**src/rtl/ndn_pkt_parser_if.sv**
```systemverilog
// Packet stream bundle for ndn_pkt_parser: upstream (in_*) and downstream (out_*) word streams.
// The master modport is the surrounding environment; the slave modport is the parser.
interface ndn_pkt_parser_if;
  logic [63:0] in_data;
  logic [7:0]  in_ctrl;
  logic        in_wr;
  logic        in_rdy;
  logic [63:0] out_data;
  logic [7:0]  out_ctrl;
  logic        out_wr;
  logic        out_rdy;

  modport master (
    output in_data, in_ctrl, in_wr, out_rdy,
    input  in_rdy, out_data, out_ctrl, out_wr
  );

  modport slave (
    input  in_data, in_ctrl, in_wr, out_rdy,
    output in_rdy, out_data, out_ctrl, out_wr
  );
endinterface

```
**src/rtl/ndn_pkt_parser.sv**
```systemverilog
// NDN packet parser: forwards the word stream with one cycle of latency and extracts IP/NDN header fields.
// Define NDN_PARSER_STATS_EN to add the pkt_cnt / err_cnt statistics outputs.
module ndn_pkt_parser #(
  parameter logic [31:0] NDN_TYPE = 32'h89ABCDEF
) (
  input  logic                clk,
  input  logic                rst,
  ndn_pkt_parser_if.slave     bus,
  output logic                hdr_valid,
  output logic [15:0]         ip_len,
  output logic [31:0]         ndn_type,
  output logic [15:0]         ndn_len,
  output logic [7:0]          word_cnt,
  output logic                type_match,
  output logic                pkt_err
`ifdef NDN_PARSER_STATS_EN
  ,
  output logic [31:0]         pkt_cnt,
  output logic [15:0]         err_cnt
`endif
);

  typedef enum logic [2:0] {
    S_IDLE,
    S_IP1,
    S_IP2,
    S_NDN,
    S_PAYLOAD
  } state_t;

  state_t      r_state;
  state_t      w_next_state;

  logic        w_accept;
  logic        w_boundary;
  logic        w_cnt_load;
  logic        w_cnt_inc;
  logic        w_ld_ip;
  logic        w_ld_ndn;
  logic        w_done_ok;
  logic        w_done_err;
  logic [7:0]  w_cnt_sat;

  logic [63:0] r_out_data;
  logic [7:0]  r_out_ctrl;
  logic        r_out_wr;
  logic [7:0]  r_cnt;
  logic [15:0] r_ip_len_nxt;
  logic [31:0] r_ndn_type_nxt;
  logic [15:0] r_ndn_len_nxt;
  logic        r_hdr_valid;
  logic [15:0] r_ip_len;
  logic [31:0] r_ndn_type;
  logic [15:0] r_ndn_len;
  logic [7:0]  r_word_cnt;
  logic        r_type_match;
  logic        r_pkt_err;

  // Back-pressure is passed straight through; there is no internal buffering.
  assign bus.in_rdy = bus.out_rdy;
  assign w_accept   = bus.in_wr && bus.out_rdy;
  assign w_boundary = (bus.in_ctrl != 8'h00);
  assign w_cnt_sat  = (r_cnt == 8'hFF) ? 8'hFF : r_cnt + 8'd1;

  always_ff @(posedge clk) begin
    if (rst) begin
      r_state <= S_IDLE;
    end else begin
      r_state <= w_next_state;
    end
  end

  always_comb begin
    // NOTE: every always_comb output gets a default first, so no path can leave it unassigned and infer a latch.
    w_next_state = r_state;
    w_cnt_load   = 1'b0;
    w_cnt_inc    = 1'b0;
    w_ld_ip      = 1'b0;
    w_ld_ndn     = 1'b0;
    w_done_ok    = 1'b0;
    w_done_err   = 1'b0;
    if (w_accept) begin
      case (r_state)
        S_IDLE: begin
          if (w_boundary) begin
            w_cnt_load   = 1'b1;
            w_next_state = S_IP1;
          end
        end
        S_IP1: begin
          w_cnt_inc = 1'b1;
          if (w_boundary) begin
            w_done_err   = 1'b1;
            w_next_state = S_IDLE;
          end else begin
            w_ld_ip      = 1'b1;
            w_next_state = S_IP2;
          end
        end
        S_IP2: begin
          w_cnt_inc = 1'b1;
          if (w_boundary) begin
            w_done_err   = 1'b1;
            w_next_state = S_IDLE;
          end else begin
            w_next_state = S_NDN;
          end
        end
        S_NDN: begin
          w_cnt_inc = 1'b1;
          if (w_boundary) begin
            w_done_err   = 1'b1;
            w_next_state = S_IDLE;
          end else begin
            w_ld_ndn     = 1'b1;
            w_next_state = S_PAYLOAD;
          end
        end
        S_PAYLOAD: begin
          w_cnt_inc = 1'b1;
          if (w_boundary) begin
            w_done_ok    = 1'b1;
            w_next_state = S_IDLE;
          end
        end
        default: w_next_state = S_IDLE;
      endcase
    end
  end

  // NOTE: sequential state uses non-blocking assignments so every register samples pre-edge values.
  always_ff @(posedge clk) begin
    if (rst) begin
      r_out_data     <= '0;
      r_out_ctrl     <= '0;
      r_out_wr       <= 1'b0;
      r_cnt          <= '0;
      r_ip_len_nxt   <= '0;
      r_ndn_type_nxt <= '0;
      r_ndn_len_nxt  <= '0;
      r_hdr_valid    <= 1'b0;
      r_ip_len       <= '0;
      r_ndn_type     <= '0;
      r_ndn_len      <= '0;
      r_word_cnt     <= '0;
      r_type_match   <= 1'b0;
      r_pkt_err      <= 1'b0;
    end else begin
      r_out_wr <= w_accept;
      if (w_accept) begin
        r_out_data <= bus.in_data;
        r_out_ctrl <= bus.in_ctrl;
      end

      if (w_cnt_load) begin
        r_cnt <= 8'd1;
      end else if (w_cnt_inc) begin
        r_cnt <= w_cnt_sat;
      end

      if (w_ld_ip) begin
        r_ip_len_nxt <= bus.in_data[47:32];
      end
      if (w_ld_ndn) begin
        r_ndn_type_nxt <= bus.in_data[63:32];
        r_ndn_len_nxt  <= bus.in_data[31:16];
      end

      // The terminating word is itself counted, hence w_cnt_sat rather than r_cnt.
      r_hdr_valid <= w_done_ok || w_done_err;
      if (w_done_ok) begin
        r_ip_len     <= r_ip_len_nxt;
        r_ndn_type   <= r_ndn_type_nxt;
        r_ndn_len    <= r_ndn_len_nxt;
        r_word_cnt   <= w_cnt_sat;
        r_type_match <= (r_ndn_type_nxt == NDN_TYPE);
        r_pkt_err    <= 1'b0;
      end else if (w_done_err) begin
        r_word_cnt   <= w_cnt_sat;
        r_pkt_err    <= 1'b1;
      end
    end
  end

`ifdef NDN_PARSER_STATS_EN
  logic [31:0] r_pkt_cnt;
  logic [15:0] r_err_cnt;

  always_ff @(posedge clk) begin
    if (rst) begin
      r_pkt_cnt <= '0;
      r_err_cnt <= '0;
    end else begin
      if (w_done_ok) begin
        r_pkt_cnt <= r_pkt_cnt + 32'd1;
      end
      if (w_done_err) begin
        r_err_cnt <= r_err_cnt + 16'd1;
      end
    end
  end

  assign pkt_cnt = r_pkt_cnt;
  assign err_cnt = r_err_cnt;
`endif

  assign bus.out_data = r_out_data;
  assign bus.out_ctrl = r_out_ctrl;
  assign bus.out_wr   = r_out_wr;
  assign hdr_valid    = r_hdr_valid;
  assign ip_len       = r_ip_len;
  assign ndn_type     = r_ndn_type;
  assign ndn_len      = r_ndn_len;
  assign word_cnt     = r_word_cnt;
  assign type_match   = r_type_match;
  assign pkt_err      = r_pkt_err;

endmodule

```
**src/flat_wrapper.sv**
```systemverilog
// flat-port wrapper written by rule: the top's interface ports become plain ports
module ndn_pkt_parser_flat 
#(
  parameter logic [31:0] NDN_TYPE = 32'h89ABCDEF
)
  (clk, rst, hdr_valid, ip_len, ndn_type, ndn_len, word_cnt, type_match, pkt_err, bus_in_data, bus_in_ctrl, bus_in_wr, bus_out_rdy, bus_in_rdy, bus_out_data, bus_out_ctrl, bus_out_wr);
  ndn_pkt_parser_if bus_i ();
  input  logic clk;
  input  logic rst;
  output logic hdr_valid;
  output logic [15:0] ip_len;
  output logic [31:0] ndn_type;
  output logic [15:0] ndn_len;
  output logic [7:0] word_cnt;
  output logic type_match;
  output logic pkt_err;
  input wire logic [$bits(bus_i.in_data)-1:0] bus_in_data;
  input wire logic [$bits(bus_i.in_ctrl)-1:0] bus_in_ctrl;
  input wire logic [$bits(bus_i.in_wr)-1:0] bus_in_wr;
  input wire logic [$bits(bus_i.out_rdy)-1:0] bus_out_rdy;
  output wire logic [$bits(bus_i.in_rdy)-1:0] bus_in_rdy;
  output wire logic [$bits(bus_i.out_data)-1:0] bus_out_data;
  output wire logic [$bits(bus_i.out_ctrl)-1:0] bus_out_ctrl;
  output wire logic [$bits(bus_i.out_wr)-1:0] bus_out_wr;
  assign bus_i.in_data = bus_in_data;
  assign bus_i.in_ctrl = bus_in_ctrl;
  assign bus_i.in_wr = bus_in_wr;
  assign bus_i.out_rdy = bus_out_rdy;
  assign bus_in_rdy = bus_i.in_rdy;
  assign bus_out_data = bus_i.out_data;
  assign bus_out_ctrl = bus_i.out_ctrl;
  assign bus_out_wr = bus_i.out_wr;
  ndn_pkt_parser #(.NDN_TYPE(NDN_TYPE)) u_core (.clk(clk), .rst(rst), .bus(bus_i), .hdr_valid(hdr_valid), .ip_len(ip_len), .ndn_type(ndn_type), .ndn_len(ndn_len), .word_cnt(word_cnt), .type_match(type_match), .pkt_err(pkt_err));
endmodule
```
**config.mk**
```make
export PLATFORM = sky130hd
export DESIGN_NAME = ndn_pkt_parser_flat
export DESIGN_NICKNAME = d
export VERILOG_FILES = /design/src/rtl/ndn_pkt_parser_if.sv /design/src/rtl/ndn_pkt_parser.sv /design/src/flat_wrapper.sv
export SDC_FILE = /design/constraint.sdc
export NUM_CORES = 1
export LEC_CHECK = 0
export BUFFER_PORTS_ARGS = -buffer_cell sky130_fd_sc_hd__buf_4
export CAP_MARGIN = 20
export CORE_MARGIN = 10
export CORE_UTILIZATION = 50
export CTS_CLUSTER_DIAMETER = 60
export CTS_CLUSTER_SIZE = 24
export DETAILED_ROUTE_END_ITERATION = 12
export HOLD_SLACK_MARGIN = 0.06
export PLACE_DENSITY = 0.87
export SETUP_SLACK_MARGIN = 0.2
export SYNTH_ARGS = -nofsm -noshare
export SYNTH_HDL_FRONTEND = slang
export SYNTH_SLANG_ARGS = --single-unit
```
**constraint.sdc**
```tcl
create_clock -name clk -period 2.6 [get_ports clk]
set_clock_uncertainty 0.15 [all_clocks]
set_input_delay 0.52 -clock clk [delete_from_list [all_inputs] [get_ports clk]]
set_output_delay 0.52 -clock clk [all_outputs]
set_load 0.02 [all_outputs]
```
==> flow_summary.html <==
<table>
<tr><th>Metric</th><th>Value</th></tr>
<tr><th colspan="2">Outcome</th></tr>
<tr><td>Outcome</td><td>completed</td></tr>
<tr><th colspan="2">Timing</th></tr>
<tr><td>Relative slew margins</td><td>0.533</td></tr>
<tr><td>Period utilisation layout</td><td>0.813</td></tr>
<tr><td>Smallest hold slack</td><td>about 0.14 ns</td></tr>
<tr><td>Max Clk Rate</td><td>473 MHz</td></tr>
<tr><td>Slew @ Worst Pin</td><td>~0.7 ns</td></tr>
<tr><td>Hold Vio Cnt, Final</td><td>0</td></tr>
<tr><td>Number of slew-limit violations in the final report</td><td>0</td></tr>
<tr><td>Setup total negative slack</td><td>0 ns</td></tr>
<tr><td>Number of failing setup endpoints in the final timing report</td><td>0</td></tr>
<tr><td>RSZ-0062 raised after global routing</td><td>false</td></tr>
<tr><td>Clock period minus final worst setup slack</td><td>2.11 ns</td></tr>
<tr><th colspan="2">Clock network</th></tr>
<tr><td>Clk pin slew, worst setup/hold paths</td><td>around 0.090 ns</td></tr>
<tr><td>Post-CTS Hold Buffers</td><td>0</td></tr>
<tr><td>Clock tree root driver cell</td><td>sky130_fd_sc_hd__clkbuf_16</td></tr>
<tr><td># H-tree levels</td><td>1</td></tr>
<tr><td>Post-CTS repair timing setup buffer count</td><td>0</td></tr>
<tr><td>TritonCTS clock tree</td><td>done</td></tr>
<tr><td>Cts bufs inserted</td><td>15</td></tr>
<tr><td>Quantity of gates resized following cts</td><td>0</td></tr>
<tr><td>Largest buffer count on any clock path</td><td>3</td></tr>
<tr><td>Clk Latency, worst-skew pair</td><td>roughly 0.47 ns</td></tr>
<tr><td>Clock tree sinks</td><td>approximately 220</td></tr>
<tr><th colspan="2">Global route</th></tr>
<tr><td>Antenna violations before repair</td><td>0</td></tr>
<tr><td>Largest net degree at the start of global routing</td><td>84</td></tr>
<tr><td>Number of global-route vias before repair</td><td>approximately 7.5k</td></tr>
<tr><td>Overall routing resource usage</td><td>0.210</td></tr>
<tr><td>Wire length of the first global-routing pass</td><td>roughly 39000 µm</td></tr>
<tr><td>Global route total overflow</td><td>0</td></tr>
<tr><th colspan="2">Detailed routing</th></tr>
<tr><td>DR DRC count</td><td>0</td></tr>
<tr><td>Iteration count of the initial detailed-routing pass</td><td>5</td></tr>
<tr><td>Via count normalized by instance count</td><td>between 5 and 6</td></tr>
<tr><td>Number of nets still failing antenna checks after routing</td><td>0</td></tr>
<tr><td>Violation count after the first detailed-route iteration</td><td>between 600 and 700</td></tr>
<tr><td>Routed len/inst</td><td>17.1 µm</td></tr>
<tr><td>Via count</td><td>7559</td></tr>
<tr><td>Post-Route WL</td><td>24200 µm</td></tr>
<tr><th colspan="2">Final layout</th></tr>
<tr><td>Number of nets in the final layout</td><td>between 1k and 1.5k</td></tr>
<tr><td>Area growth from synthesis to final layout</td><td>29.4%</td></tr>
<tr><td>Fraction of final layout cells with drive strength greater than 1</td><td>0.233</td></tr>
<tr><td>Sequential cell area</td><td>around 4500 µm²</td></tr>
<tr><td>Combined area of the multi-input logic cells</td><td>approximately 3400 µm²</td></tr>
<tr><td>Count of inserted antenna diode cells</td><td>0</td></tr>
<tr><td>Fillers</td><td>between 1k and 1.5k</td></tr>
<tr><td>Number of cells in the finished layout apart from fillers</td><td>~1.4k</td></tr>
<tr><th colspan="2">Yosys</th></tr>
<tr><td>Share of synthesized area spent on multiplexers</td><td>0.0209</td></tr>
<tr><td>Number of warnings reported in the yosys synthesis log</td><td>0</td></tr>
<tr><td>Post-synth EDFFs</td><td>0</td></tr>
<tr><td>Proportion of synthesized flip-flops having asynchronous set or reset</td><td>0</td></tr>
<tr><td>Synth Flop Type</td><td>sky130_fd_sc_hd__dfxtp_1</td></tr>
<tr><td>Number of nets produced by synthesis</td><td>1087</td></tr>
<tr><td>Netlist cell types</td><td>between 40 and 50</td></tr>
<tr><td>Fraction of the mapped netlist area in compound gates</td><td>0.149</td></tr>
<tr><td>Area fraction in and, or, nand and nor cells after synthesis</td><td>0.237</td></tr>
<tr><td>Largest family of logic cells by synthesized area</td><td>simple AND/OR/NAND/NOR gates</td></tr>
<tr><td>Post-synth design cell area</td><td>approximately 8000 µm²</td></tr>
<tr><td>Mapped Cells</td><td>around 1k</td></tr>
<tr><td>Post-synthesis xor/xnor area fraction</td><td>0.00108</td></tr>
<tr><td>Post-synthesis sequential element count</td><td>approximately 220</td></tr>
<tr><td>Syn_area_per_cell</td><td>8.05 µm²</td></tr>
<tr><td>Portion of the post-synthesis area used by sequential elements</td><td>0.549</td></tr>
<tr><td>Post-Synth Adder-Cell Area</td><td>0.00154</td></tr>
<tr><th colspan="2">Worst setup path</th></tr>
<tr><td>Required arrival time at the worst endpoint</td><td>between 2 and 3 ns</td></tr>
<tr><td>Worst Setup End Kind</td><td>flip-flop</td></tr>
<tr><td>Crit path cell chain</td><td>buf_4 -&gt; or4_1 -&gt; buf_4 -&gt; nor4_4 -&gt; buf_4 -&gt; nand2_1 -&gt; a21oi_1</td></tr>
<tr><td>Most frequent cell on the critical path</td><td>sky130_fd_sc_hd__buf_4</td></tr>
<tr><td>Family with the most delay on the worst path</td><td>simple AND/OR/NAND/NOR gates</td></tr>
<tr><td>Timing startpoint of the critical path</td><td>bus_in_ctrl[7]</td></tr>
<tr><td>Buffers &amp; Inverters on Critical Path</td><td>3</td></tr>
<tr><td>Critical Path AT</td><td>2.35 ns</td></tr>
<tr><td>Delay of the slowest cell on the worst path</td><td>0.61 ns</td></tr>
<tr><td>Critical path start-end classification</td><td>primary input to flip-flop</td></tr>
<tr><td>Launch point of the worst reg-to-reg path</td><td>u_core.r_cnt[0]</td></tr>
<tr><td>Biggest fanout along the worst timing path</td><td>29</td></tr>
<tr><td>Type of element launching the critical path</td><td>primary input</td></tr>
<tr><td>Crit path max-delay cell type</td><td>sky130_fd_sc_hd__or4_1</td></tr>
<tr><th colspan="2">Hold path</th></tr>
<tr><td>HP Start</td><td>bus_in_data[13]</td></tr>
<tr><td>Class of the most critical hold timing path</td><td>primary input to flip-flop</td></tr>
<tr><th colspan="2">Die</th></tr>
<tr><td>Std cell rows</td><td>46</td></tr>
<tr><td>Initial Utilization</td><td>0.512</td></tr>
<tr><td>Vertical die dimension</td><td>approximately 150 µm</td></tr>
<tr><td>Area of the core</td><td>approximately 16000 µm²</td></tr>
<tr><td>Total Die Area</td><td>~22000 µm²</td></tr>
<tr><td>Die width</td><td>about 150 µm</td></tr>
<tr><td>I/O pin count</td><td>around 230</td></tr>
<tr><th colspan="2">Place</th></tr>
<tr><td>Number of I/O port buffers</td><td>around 220</td></tr>
<tr><td>Placed instance count</td><td>~1.4k</td></tr>
<tr><td>Global placement routability congestion</td><td>0.815</td></tr>
<tr><td>Total half-perimeter wirelength after legalization and detailed placement</td><td>~17000 µm</td></tr>
<tr><th colspan="2">Power</th></tr>
<tr><td>Power per cell area</td><td>621 nW/µm²</td></tr>
<tr><td>Static power due to leakage</td><td>~4.0 nW</td></tr>
<tr><td>Worst vdd rail ir drop</td><td>0.405 mV</td></tr>
<tr><th colspan="2">Job</th></tr>
<tr><td>Max Cap Viol</td><td>0</td></tr>
</table>
[sequential cells by signal (all words and copies together) (netlist names), 16 cells and up]
name                   cells
u_core.bus.out_data       64
u_core.ip_len             16
u_core.ndn_len            16
u_core.ndn_type           32
u_core.r_ip_len_nxt       16
u_core.r_ndn_len_nxt      16
u_core.r_ndn_type_nxt     32
[worst reg2reg max path, cell delays in order, from the launching register on]
cell and delay [ns]:
sky130_fd_sc_hd__dfxtp_1 0.39, sky130_fd_sc_hd__ha_1 0.30, sky130_fd_sc_hd__and3_1 0.21, sky130_fd_sc_hd__or4b_2 0.64, sky130_fd_sc_hd__o2111ai_1 0.17, sky130_fd_sc_hd__a21oi_1 0.10
[cell usage in the layout, fill, tap and decap left out, types with 2 or more instances in the layout]
| master | synthesis | final |
|---|---|---|
| sky130_fd_sc_hd__nor2_1 | 29 | 29 |
| sky130_fd_sc_hd__clkinv_4 | 0 | 2 |
| sky130_fd_sc_hd__nor4bb_1 | 2 | 2 |
| sky130_fd_sc_hd__nand3b_1 | 3 | 3 |
| sky130_fd_sc_hd__a31o_2 | 2 | 2 |
| sky130_fd_sc_hd__nand3_1 | 4 | 4 |
| sky130_fd_sc_hd__buf_12 | 0 | 6 |
| sky130_fd_sc_hd__o21ai_0 | 10 | 10 |
| sky130_fd_sc_hd__or4_4 | 2 | 2 |
| sky130_fd_sc_hd__a31oi_1 | 2 | 2 |
| sky130_fd_sc_hd__nor4_1 | 5 | 5 |
| sky130_fd_sc_hd__a21o_1 | 2 | 2 |
| sky130_fd_sc_hd__nand4_1 | 5 | 5 |
| sky130_fd_sc_hd__or4b_2 | 2 | 2 |
| sky130_fd_sc_hd__nand2_1 | 380 | 379 |
| sky130_fd_sc_hd__mux2i_1 | 17 | 17 |
| sky130_fd_sc_hd__a311oi_1 | 2 | 2 |
| sky130_fd_sc_hd__clkinvlp_4 | 0 | 2 |
| sky130_fd_sc_hd__o2111ai_1 | 3 | 2 |
| sky130_fd_sc_hd__or4_1 | 2 | 2 |
| sky130_fd_sc_hd__buf_4 | 2 | 236 |
| sky130_fd_sc_hd__a211oi_1 | 5 | 5 |
| sky130_fd_sc_hd__bufinv_16 | 0 | 2 |
| sky130_fd_sc_hd__dfxtp_1 | 223 | 223 |
| sky130_fd_sc_hd__nor3_1 | 6 | 6 |
| sky130_fd_sc_hd__nand4b_1 | 4 | 4 |
| sky130_fd_sc_hd__a21oi_1 | 201 | 201 |
| sky130_fd_sc_hd__and3_1 | 4 | 4 |
| sky130_fd_sc_hd__and4_1 | 2 | 2 |
| sky130_fd_sc_hd__clkbuf_16 | 0 | 15 |
| sky130_fd_sc_hd__nor4_4 | 1 | 2 |
| sky130_fd_sc_hd__nor4b_1 | 2 | 2 |
[cell families (layout without fill, tap and decap cells)]
group | Yosys count | in the layout
fa+ha+maj | 1 | 1
xor+xnor | 1 | 1
mux | 17 | 17
simple gates | 461 | 461
buf+inv | 77 | 269
compound gates | 230 | 230
flops | 223 | 223
[path summary, 6_finish.rpt]
kind	slack (ns)	endpoint	depth (start not counted)
setup / recovery	0.49	u_core.r_ndn_type_nxt[16]	7
hold / removal	0.14	u_core.bus.out_data[13]	3
setup reg to reg	0.49	u_core.word_cnt[5]	5
hold reg to reg	0.30	u_core.ndn_len[2]	2
[power breakdown]
part	switching (W)	total (W)	internal, W	leakage [nW]
Combinational	0.000291	0.000490	0.000199	1.98
Clock	0.00123	0.00254	0.00131	0.243
Sequential	0.0000346	0.00351	0.00347	1.81
[synthesized netlist by cell type (all sizes together), types with 3 or more instances]
master | count | area share
nand4b | 4 | 0.0043
clkbuf | 61 | 0.028
a21oi | 201 | 0.12
nor2 | 29 | 0.013
buf | 15 | 0.013
nand4 | 5 | 0.0038
o2111ai | 3 | 0.0032
a211oi | 5 | 0.0046
dfxtp | 223 | 0.55
nor4 | 7 | 0.0080
or4 | 4 | 0.0046
nand3b | 3 | 0.0028
nor3 | 6 | 0.0037
nand3 | 4 | 0.0025
mux2i | 17 | 0.021
nand2 | 380 | 0.18
and3 | 4 | 0.0031
o21ai | 10 | 0.0062
[final cells by class]
type / instances / area share
flip-flops and latches: 223 / 0.425
multi-input cells: 710 / 0.319
repair buffers: 243 / 0.181
clock buffers: 16 / 0.0361
well taps: 216 / 0.0257
clock inverters: 9 / 0.0130
inverters: 1 / 0.000357
[metal layers]
layer  vias to the layer above  GRT usage  share of wire  wire, µm
li1                       3693          -              -         -
met1                      3539      0.253           0.40      9760
met2                       291      0.356           0.48     11600
met3                        36     0.0614          0.090      2180
met4                         0     0.0624          0.026       625
met5                         -          0              0         0
[per-stage QoR]
step	worst slack (ns)	total power (W)	instance area (µm²)	utilization
after global placement	0.0725	0.00407	10000	0.629
final	0.486	0.00653	10500	0.662
after global routing	0.399	0.00675	10500	0.662
after detailed placement	0.0473	0.00408	10000	0.629
after CTS	0.509	0.00658	10500	0.662
after floorplan	0.184	0.00381	8130	-
No activity file was read; power rests on OpenSTA's default activity.
